$ cat src/rtl/dop_frame_check_if.sv
// Frame-side and payload-side signals of the DoP marker checker, bundled for
// the link between the I2S receiver and the DSD transmitter.
interface dop_frame_check_if #(
    parameter int DW = 16
);
    logic          valid_i;
    logic [DW+7:0] ldata_i;
    logic [DW+7:0] rdata_i;
    logic          valid_o;
    logic [DW-1:0] ldata_o;
    logic [DW-1:0] rdata_o;
    logic          dop_lock;
    logic          marker_err;

    modport master (
        output valid_i, ldata_i, rdata_i,
        input  valid_o, ldata_o, rdata_o, dop_lock, marker_err
    );

    modport slave (
        input  valid_i, ldata_i, rdata_i,
        output valid_o, ldata_o, rdata_o, dop_lock, marker_err
    );
endinterface

$ cat src/rtl/dop_frame_check.sv
// DoP marker checker: acquires lock on alternating 0x05/0xFA markers, strips
// them, and forwards DSD payload, substituting idle silence on marker errors.
module dop_frame_check #(
    parameter int          DW         = 16,
    parameter int          LOCK_CNT   = 32,
    parameter int          UNLOCK_CNT = 4,
    parameter logic [7:0]  IDLE_BYTE  = 8'h69
) (
    input  logic              bclk,
    input  logic              rst,
    dop_frame_check_if.slave  bus
);
    localparam int LCW = $clog2(LOCK_CNT + 1);
    localparam int UCW = $clog2(UNLOCK_CNT + 1);
    localparam logic [LCW-1:0] LOCK_MAX   = LCW'(LOCK_CNT);
    localparam logic [UCW-1:0] UNLOCK_MAX = UCW'(UNLOCK_CNT);

    localparam logic [1:0] SEARCH  = 2'd0;
    localparam logic [1:0] LOCKING = 2'd1;
    localparam logic [1:0] LOCKED  = 2'd2;

    localparam logic [7:0]    MARK_A    = 8'h05;
    localparam logic [7:0]    MARK_B    = 8'hFA;
    localparam logic [DW-1:0] IDLE_WORD = {(DW/8){IDLE_BYTE}};

    function automatic logic [LCW-1:0] lock_inc(input logic [LCW-1:0] c);
        return (c == LOCK_MAX) ? c : c + LCW'(1);
    endfunction

    function automatic logic [UCW-1:0] err_inc(input logic [UCW-1:0] c);
        return (c == UNLOCK_MAX) ? c : c + UCW'(1);
    endfunction

    logic [1:0]     state;
    logic [LCW-1:0] lock_cnt;
    logic [UCW-1:0] err_cnt;
    logic [7:0]     exp_mark;
    logic           vld_p1;
    logic           err_p1;
    logic [DW-1:0]  ldata_p1;
    logic [DW-1:0]  rdata_p1;

    // stage 0: marker classification of the incoming frame
    logic [7:0]     lmark_p0;
    logic [7:0]     rmark_p0;
    logic           same_p0;
    logic           cand_p0;
    logic           good_p0;
    logic [LCW-1:0] lock_nxt_p0;
    logic [UCW-1:0] err_nxt_p0;

    assign lmark_p0    = bus.ldata_i[DW+7:DW];
    assign rmark_p0    = bus.rdata_i[DW+7:DW];
    assign same_p0     = (lmark_p0 == rmark_p0);
    assign cand_p0     = same_p0 && (lmark_p0 == MARK_A || lmark_p0 == MARK_B);
    assign good_p0     = same_p0 && (lmark_p0 == exp_mark);
    assign lock_nxt_p0 = lock_inc(lock_cnt);
    assign err_nxt_p0  = err_inc(err_cnt);

    // stage 1: registered state and outputs
    always_ff @(posedge bclk or posedge rst) begin
        if (rst) begin
            state    <= SEARCH;
            lock_cnt <= '0;
            err_cnt  <= '0;
            exp_mark <= MARK_A;
            vld_p1   <= 1'b0;
            err_p1   <= 1'b0;
            ldata_p1 <= '0;
            rdata_p1 <= '0;
        end else begin
            vld_p1 <= 1'b0;
            err_p1 <= 1'b0;
            if (bus.valid_i) begin
                case (state)
                    SEARCH: begin
                        if (cand_p0) begin
                            state    <= LOCKING;
                            lock_cnt <= LCW'(1);
                            exp_mark <= ~lmark_p0;
                        end
                    end
                    LOCKING: begin
                        if (good_p0) begin
                            lock_cnt <= lock_nxt_p0;
                            exp_mark <= ~exp_mark;
                            if (lock_nxt_p0 == LOCK_MAX) begin
                                state   <= LOCKED;
                                err_cnt <= '0;
                            end
                        end else if (cand_p0) begin
                            lock_cnt <= LCW'(1);
                            exp_mark <= ~lmark_p0;
                        end else begin
                            state <= SEARCH;
                        end
                    end
                    LOCKED: begin
                        vld_p1   <= 1'b1;
                        exp_mark <= ~exp_mark;
                        if (good_p0) begin
                            ldata_p1 <= bus.ldata_i[DW-1:0];
                            rdata_p1 <= bus.rdata_i[DW-1:0];
                            err_cnt  <= '0;
                        end else begin
                            ldata_p1 <= IDLE_WORD;
                            rdata_p1 <= IDLE_WORD;
                            err_p1   <= 1'b1;
                            err_cnt  <= err_nxt_p0;
                            // Persistent errors: last substituted frame still goes out.
                            if (err_nxt_p0 == UNLOCK_MAX) begin
                                state    <= SEARCH;
                                exp_mark <= MARK_A;
                            end
                        end
                    end
                    default: state <= SEARCH;
                endcase
            end
        end
    end

    assign bus.valid_o    = vld_p1;
    assign bus.marker_err = err_p1;
    assign bus.ldata_o    = ldata_p1;
    assign bus.rdata_o    = rdata_p1;
    assign bus.dop_lock   = (state == LOCKED);
endmodule

$ cat src/flat_wrapper.sv
// flat-port wrapper written by rule: the top's interface ports become plain ports
module dop_frame_check_flat 
#(
    parameter int          DW         = 16,
    parameter int          LOCK_CNT   = 32,
    parameter int          UNLOCK_CNT = 4,
    parameter logic [7:0]  IDLE_BYTE  = 8'h69
)
  (bclk, rst, bus_valid_i, bus_ldata_i, bus_rdata_i, bus_valid_o, bus_ldata_o, bus_rdata_o, bus_dop_lock, bus_marker_err);
  dop_frame_check_if #(.DW(DW)) bus_i ();
  input  logic bclk;
  input  logic rst;
  input wire logic [$bits(bus_i.valid_i)-1:0] bus_valid_i;
  input wire logic [$bits(bus_i.ldata_i)-1:0] bus_ldata_i;
  input wire logic [$bits(bus_i.rdata_i)-1:0] bus_rdata_i;
  output wire logic [$bits(bus_i.valid_o)-1:0] bus_valid_o;
  output wire logic [$bits(bus_i.ldata_o)-1:0] bus_ldata_o;
  output wire logic [$bits(bus_i.rdata_o)-1:0] bus_rdata_o;
  output wire logic [$bits(bus_i.dop_lock)-1:0] bus_dop_lock;
  output wire logic [$bits(bus_i.marker_err)-1:0] bus_marker_err;
  assign bus_i.valid_i = bus_valid_i;
  assign bus_i.ldata_i = bus_ldata_i;
  assign bus_i.rdata_i = bus_rdata_i;
  assign bus_valid_o = bus_i.valid_o;
  assign bus_ldata_o = bus_i.ldata_o;
  assign bus_rdata_o = bus_i.rdata_o;
  assign bus_dop_lock = bus_i.dop_lock;
  assign bus_marker_err = bus_i.marker_err;
  dop_frame_check #(.DW(DW), .LOCK_CNT(LOCK_CNT), .UNLOCK_CNT(UNLOCK_CNT), .IDLE_BYTE(IDLE_BYTE)) u_core (.bclk(bclk), .rst(rst), .bus(bus_i));
endmodule
$ cat config.mk
export PLATFORM = sky130hd
export DESIGN_NAME = dop_frame_check_flat
export DESIGN_NICKNAME = d
export VERILOG_FILES = /design/src/rtl/dop_frame_check_if.sv /design/src/rtl/dop_frame_check.sv /design/src/flat_wrapper.sv
export SDC_FILE = /design/constraint.sdc
export NUM_CORES = 1
export LEC_CHECK = 0
export CAP_MARGIN = 20
export CORE_MARGIN = 2
export CORE_UTILIZATION = 40
export CTS_CLUSTER_DIAMETER = 60
export DETAILED_ROUTE_END_ITERATION = 10
export GPL_ROUTABILITY_DRIVEN = 1
export PLACE_DENSITY = 0.69
export SLEW_MARGIN = 20
export SYNTH_ARGS = -nofsm -noshare
export SYNTH_HDL_FRONTEND = slang
export SYNTH_SLANG_ARGS = --single-unit
export TNS_END_PERCENT = 100
$ cat constraint.sdc
create_clock -name bclk -period 5 [get_ports bclk]
set_input_delay 1 -clock bclk [delete_from_list [all_inputs] [get_ports bclk]]
set_output_delay 1 -clock bclk [all_outputs]
set_load 0.05 [all_outputs]
==> results.sh, run 1 <==
export IMPL_status="complete, no violations"
export IMPL_dr_total_vias=2753
export IMPL_ctsHoldBuffers=0
export IMPL_drc=0
export IMPL_p_per_area_mw_per_mm2=280.3
export IMPL_layout_common_cells="clkdlybuf4s50_1, nand2_1, dfrtp_1"
export IMPL_drive_above_1_share=0.05869
export IMPL_async_flop_share=1.000
export IMPL_io_pins=86
export IMPL_power_frac_seq=0.453
export IMPL_cts_setup_buffers=0
export IMPL_setup_tns_ns=0
export IMPL_synth_cell_types=54
export IMPL_ys_ff_latch=53
export IMPL_antenna_found_initial=0
export IMPL_synth_edff_count=0
export IMPL_critical_path_max_stage_delay_ns=0.74
export IMPL_final_util=0.5569
export IMPL_syn_avg_cell_area_um2=8.726
export IMPL_vias_per_cell=5.244
export IMPL_ys_warn_count=0
export IMPL_leakage_nw=1.765
export IMPL_track_usage=0.1859
export IMPL_postPlaceCellArea_mm2=0.003971
export IMPL_crit_chain="clkdlybuf4s50_1 -> xnor2_1 -> nand4_1 -> or4_4 -> or3_4 -> or3_1 -> o221ai_1"
export IMPL_worstSetupStartpointType="primary input"
export IMPL_synth_seq_area_share=0.4363
export IMPL_hold_class="register to register"
export IMPL_crit_family="simple AND/OR/NAND/NOR gates"
export IMPL_stdcell_area_mm2=0.004083
export IMPL_wl_per_cell_um=14.87
export IMPL_crit_slowest_cell="or4_4"
export IMPL_nets=484
export IMPL_port_buffers=85
export IMPL_area_growth_pct=34.06
export IMPL_crit_fanout=23
export IMPL_max_slew_margin=0.3425
export IMPL_clock_path_buffers=2
export IMPL_total_power_mw=1.145
export IMPL_power_frac_comb=0.291
export IMPL_yosys_top_cells_area="dfrtp_1, nand2_1, a21oi_1"
export IMPL_finalMaxSlewViolations=0
export IMPL_grt_pass1_vias=2626
export IMPL_vdd_drop_max_uv=159.9
export IMPL_cp_arrival_ns=3.80
export IMPL_diodes=0
export IMPL_cp_data_required_time_ns=5.22
export IMPL_synth_ff_type="dfrtp_1"
export IMPL_cp_buffers_inverters=1
export IMPL_final_common_cell="clkdlybuf4s50_1"
export IMPL_initial_core_util=0.4154
export IMPL_path_clk_slew_ns=0.10
export IMPL_num_rows=31
export IMPL_clock_latency_ns=0.30
export IMPL_h_tree_depth=2
export IMPL_rsz0062_at_grt="false"
export IMPL_cts_resized=0
export IMPL_p_int_uw=777.7
export IMPL_fin_worst_skew_ns=0.003929
export IMPL_r2r_cells=6
export IMPL_fmax_mhz=278.9
export IMPL_synth_area_mm2=0.003045
export IMPL_gp_congestion=0.8443
export IMPL_cts_tree="built"
export IMPL_setup_viol=0
export IMPL_p_sw_uw=366.9
export IMPL_synthCells=349
export IMPL_clkPwrFrac=0.256
export IMPL_synth_top_area_frac=0.4191
export IMPL_die_w_um=91.26
export IMPL_endpoint_kind="register"
export IMPL_crit_cells=7
export IMPL_grt_max_degree=54
export IMPL_antenna_left=0
export IMPL_drt_wl_total_mm=7.805
export IMPL_grt_overflow_total=0
export IMPL_hold_viol_final=0
export IMPL_clock_root_buffer="clkbuf_8"
export IMPL_synth_top_area_cell="dfrtp_1"
export IMPL_swShare=0.3205
export IMPL_hold_depth=2
export IMPL_cts_made_buffers=5
export IMPL_worst_slew_pin_slew_ns=0.9852
export IMPL_first_iter_violations=149
export IMPL_dp_hpwl_mm=5.627
export IMPL_num_fill_cells=666
export IMPL_die_area_mm2=0.008327
export IMPL_cts_sinks=53
export IMPL_grt_pass1_wl_mm=12.82
export IMPL_min_period_over_period=0.7171
export IMPL_synth_fp_nets=408
export IMPL_drv_cap=0
export IMPL_firstDrtPassIters=4
export IMPL_coreArea_mm2=0.007331
export IMPL_min_period_ns=3.585
export IMPL_path_class="primary input to register"
export IMPL_die_height_um=91.26
## synthesized netlist by cell type, types with 2 or more instances
cell type / n
nor2_1: 39
ha_1: 8
mux2i_1: 9
a21o_1: 2
inv_1: 17
a221o_1: 6
xnor2_1: 19
nand2_1: 55
and4_1: 2
clkbuf_1: 16
or3_1: 4
a211oi_1: 2
a31o_2: 2
nand3_1: 5
dfstp_2: 2
nand4b_1: 2
a21oi_1: 34
nor4b_1: 2
nand4_1: 4
o21ai_0: 23
o22ai_1: 4
a41oi_1: 2
dfrtp_1: 51
o211ai_1: 8
or2_2: 2
## power groups by stage
stage	clock [mW]	combinational [mW]	sequential [mW]
floorplan	0	0.232	0.513
global placement	0	0.320	0.524
detailed placement	0	0.329	0.527
CTS	0.298	0.332	0.519
global route	0.315	0.366	0.525
finish	0.293	0.333	0.519
## cells by family after synthesis
| logic type | synth area share |
|---|---|
| and+or+nand+nor | 0.1952 |
| AOI/OAI and AO/OA | 0.1993 |
| DFF | 0.4363 |
| buffers and inverters | 0.04848 |
| xor gates and xnor gates | 0.05464 |
| muxes | 0.03328 |
| adders and majority gates | 0.03287 |
## worst paths after layout
check	startpoint	endpoint	slack (ns)
worst max-delay path	bus_ldata_i[16]	u_core.lock_cnt[4]	1.41
max in group asynchronous	rst	u_core.bus.ldata_o[15]	3.36
worst min-delay path	u_core.bus.rdata_o[9]	u_core.bus.rdata_o[9]	0.49
min in group asynchronous	rst	u_core.exp_mark[7]	1.19
worst min register to register	u_core.bus.rdata_o[9]	u_core.bus.rdata_o[9]	0.49
worst max register to register	u_core.exp_mark[0]	u_core.lock_cnt[4]	2.37
## state kept, by name, indices dropped and copies added (netlist names)
name and flops:
u_core.exp_mark 8, u_core.err_cnt 3, u_core.bus.valid_o 1, u_core.state 2, u_core.lock_cnt 6, u_core.bus.rdata_o 16
u_core.bus.marker_err 1, u_core.bus.ldata_o 16
## stage by stage
step | std cells | setup slack (ns) | hold slack [ns]
4_1_cts | 525 | 1.452 | 0.4929
2_1_floorplan | 349 | 2.180 | 0.4858
5_1_grt | 525 | 1.333 | 0.5188
3_3_place_gp | 517 | 1.181 | 0.4607
3_5_place_dp | 517 | 1.130 | 0.4698
6_report | 525 | 1.415 | 0.4884
## layer usage
metal	GRT usage	wire length, µm	part of all wire
met1	0.2540	3599	0.46
met4	0.04293	54	0.0069
met3	0.02573	222	0.028
met2	0.3136	3929	0.50
met5	0	0	0
## final cells by class
cell class,count,area (µm²),area share
inverters,18,67.56,0.01655
multi-input cells,259,1578,0.3865
flip-flops and latches,53,1329,0.3255
repair buffers,88,873.3,0.2139
clock inverters,2,38.79,0.009500
clock buffers,6,72.57,0.01778
well taps,99,123.9,0.03034
## worst register-to-register path, delay by kind of cell, from the launching register on
kind | cells | cell delay (ns)
compound gates | 1 | 0.08
xor+xnor | 1 | 0.11
flops | 1 | 0.55
simple gates | 4 | 1.81
Power figures use the tool's default switching activity.
==> inputs of run 2 (changes only) <==
==> constraint.sdc (replaced) <==
create_clock -name bclk -period 3.68 [get_ports bclk]
set_input_delay 0.736 -clock bclk [delete_from_list [all_inputs] [get_ports bclk]]
set_output_delay 0.736 -clock bclk [all_outputs]
set_load 0.05 [all_outputs]
==> results.sh, run 2 (synthesis results as in run 1) <==
export IMPL_status="complete, no violations"
export IMPL_layout_common_cells="clkdlybuf4s50_1, nand2_1, dfrtp_1"
export IMPL_hold_class="register to register"
export IMPL_grt_pass1_wl_mm=13.06
export IMPL_worst_slew_pin_slew_ns=0.6256
export IMPL_cp_data_required_time_ns=3.89
export IMPL_cts_tree="built"
export IMPL_area_growth_pct=34.59
export IMPL_rsz0062_at_grt="false"
export IMPL_path_class="primary input to register"
export IMPL_vdd_drop_max_uv=204.3
export IMPL_h_tree_depth=2
export IMPL_endpoint_kind="register"
export IMPL_final_common_cell="clkdlybuf4s50_1"
export IMPL_drc=0
export IMPL_hold_viol_final=0
export IMPL_fin_worst_skew_ns=0.009951
export IMPL_grt_overflow_total=0
export IMPL_dr_total_vias=2779
export IMPL_min_period_ns=3.175
export IMPL_num_fill_cells=687
export IMPL_drv_cap=0
export IMPL_grt_max_degree=34
export IMPL_die_area_mm2=0.008327
export IMPL_crit_fanout=11
export IMPL_cts_setup_buffers=0
export IMPL_cts_sinks=53
export IMPL_grt_pass1_vias=2687
export IMPL_drive_above_1_share=0.07193
export IMPL_swShare=0.3394
export IMPL_cts_resized=0
export IMPL_power_frac_comb=0.299
export IMPL_wl_per_cell_um=15.07
export IMPL_die_w_um=91.26
export IMPL_antenna_found_initial=0
export IMPL_p_int_uw=988.8
export IMPL_clock_latency_ns=0.31
export IMPL_dp_hpwl_mm=5.722
export IMPL_initial_core_util=0.4154
export IMPL_antenna_left=0
export IMPL_clock_path_buffers=2
export IMPL_ctsHoldBuffers=0
export IMPL_die_height_um=91.26
export IMPL_drt_wl_total_mm=7.987
export IMPL_min_period_over_period=0.8629
export IMPL_p_sw_uw=508.0
export IMPL_coreArea_mm2=0.007331
export IMPL_io_pins=86
export IMPL_worstSetupStartpointType="primary input"
export IMPL_max_slew_margin=0.5817
export IMPL_gr_usage_met2=0.3265
export IMPL_num_rows=31
export IMPL_fmax_mhz=314.9
export IMPL_gp_congestion=0.8839
export IMPL_cp_arrival_ns=3.38
export IMPL_path_clk_slew_ns=0.10
export IMPL_firstDrtPassIters=4
export IMPL_clock_root_buffer="clkbuf_8"
export IMPL_clkPwrFrac=0.231
export IMPL_finalMaxSlewViolations=0
export IMPL_track_usage=0.1930
export IMPL_first_iter_violations=110
export IMPL_met3_usage=0.03734
export IMPL_port_buffers=85
export IMPL_final_util=0.5591
export IMPL_leakage_nw=1.777
export IMPL_cts_made_buffers=5
export IMPL_power_frac_seq=0.470
export IMPL_p_per_area_mw_per_mm2=365.2
export IMPL_vias_per_cell=5.243
export IMPL_setup_viol=0
export IMPL_grt_most_used_layer="met2"
export IMPL_setup_tns_ns=0
export IMPL_nets=489
export IMPL_grt_met1_usage=0.2516
export IMPL_diodes=0
-- run 2: cell count changes in the layout (fill, tap and decap cells not counted), sizes merged --
cell,change
inv,+1
buf,+5
clkinvlp,+1
clkbuf,-1
bufinv,-1
-- run 2: final cells by class --
cell class / count / area, µm² / share of cell area
Inverter: 18 / 67.56 / 0.01648
Multi-Input combinational cell: 259 / 1578 / 0.3849
Tap cell: 99 / 123.9 / 0.03022
Timing Repair Buffer: 93 / 910.9 / 0.2222
Sequential cell: 53 / 1329 / 0.3242
Clock buffer: 5 / 68.82 / 0.01679
Clock inverter: 3 / 21.27 / 0.005189
-- run 2: per-layer routing --
metal | vias up | routed length, µm
met4 | 0 | 118
met2 | 51 | 3989
met1 | 1343 | 3619
met3 | 8 | 260
li1 | 1377 | -
met5 | - | 0
-- run 2: worst paths after layout --
check                                    endpoint  cells past startpoint  slack [ns]                    from
setup / recovery                  u_core.state[0]                      7        0.50         bus_ldata_i[16]
hold / removal             u_core.bus.ldata_o[12]                      2        0.48  u_core.bus.ldata_o[12]
setup reg to reg                  u_core.state[0]                      6        1.18      u_core.exp_mark[0]
hold reg to reg            u_core.bus.ldata_o[12]                      2        0.48  u_core.bus.ldata_o[12]
max in group asynchronous   u_core.bus.ldata_o[3]                      3        2.59                     rst
min in group asynchronous      u_core.exp_mark[7]                      3        0.79                     rst
-- run 2: power by group through the flow --
stage	Clock, mW	Sequential (mW)	Combinational, mW
2_1_floorplan	0	0.697	0.316
3_3_place_gp	0	0.713	0.437
3_5_place_dp	0	0.715	0.444
4_1_cts	0.358	0.703	0.447
5_1_grt	0.381	0.710	0.495
6_report	0.345	0.704	0.448
-- run 2: per-stage QoR --
stage / total power [mW] / cell area (µm²) / std cells / worst slack, ns / hold slack [ns]
2_1_floorplan: 1.013 / 3045 / 349 / 1.124 / 0.4858
3_3_place_gp: 1.150 / 4009 / 522 / 0.2625 / 0.4616
5_1_grt: 1.585 / 4099 / 530 / 0.3440 / 0.5169
6_report: 1.497 / 4099 / 530 / 0.5047 / 0.4836
3_5_place_dp: 1.159 / 4009 / 522 / 0.1673 / 0.4691
4_1_cts: 1.508 / 4099 / 530 / 0.5089 / 0.4930
-- run 2: worst max-delay path, stage by stage --
cell	delay, ns
clkdlybuf4s50_1	0.74
xnor2_1	0.17
nand4_1	0.27
nor4_4	0.52
nand2_1	0.29
o2111ai_1	0.29
mux2_2	0.36
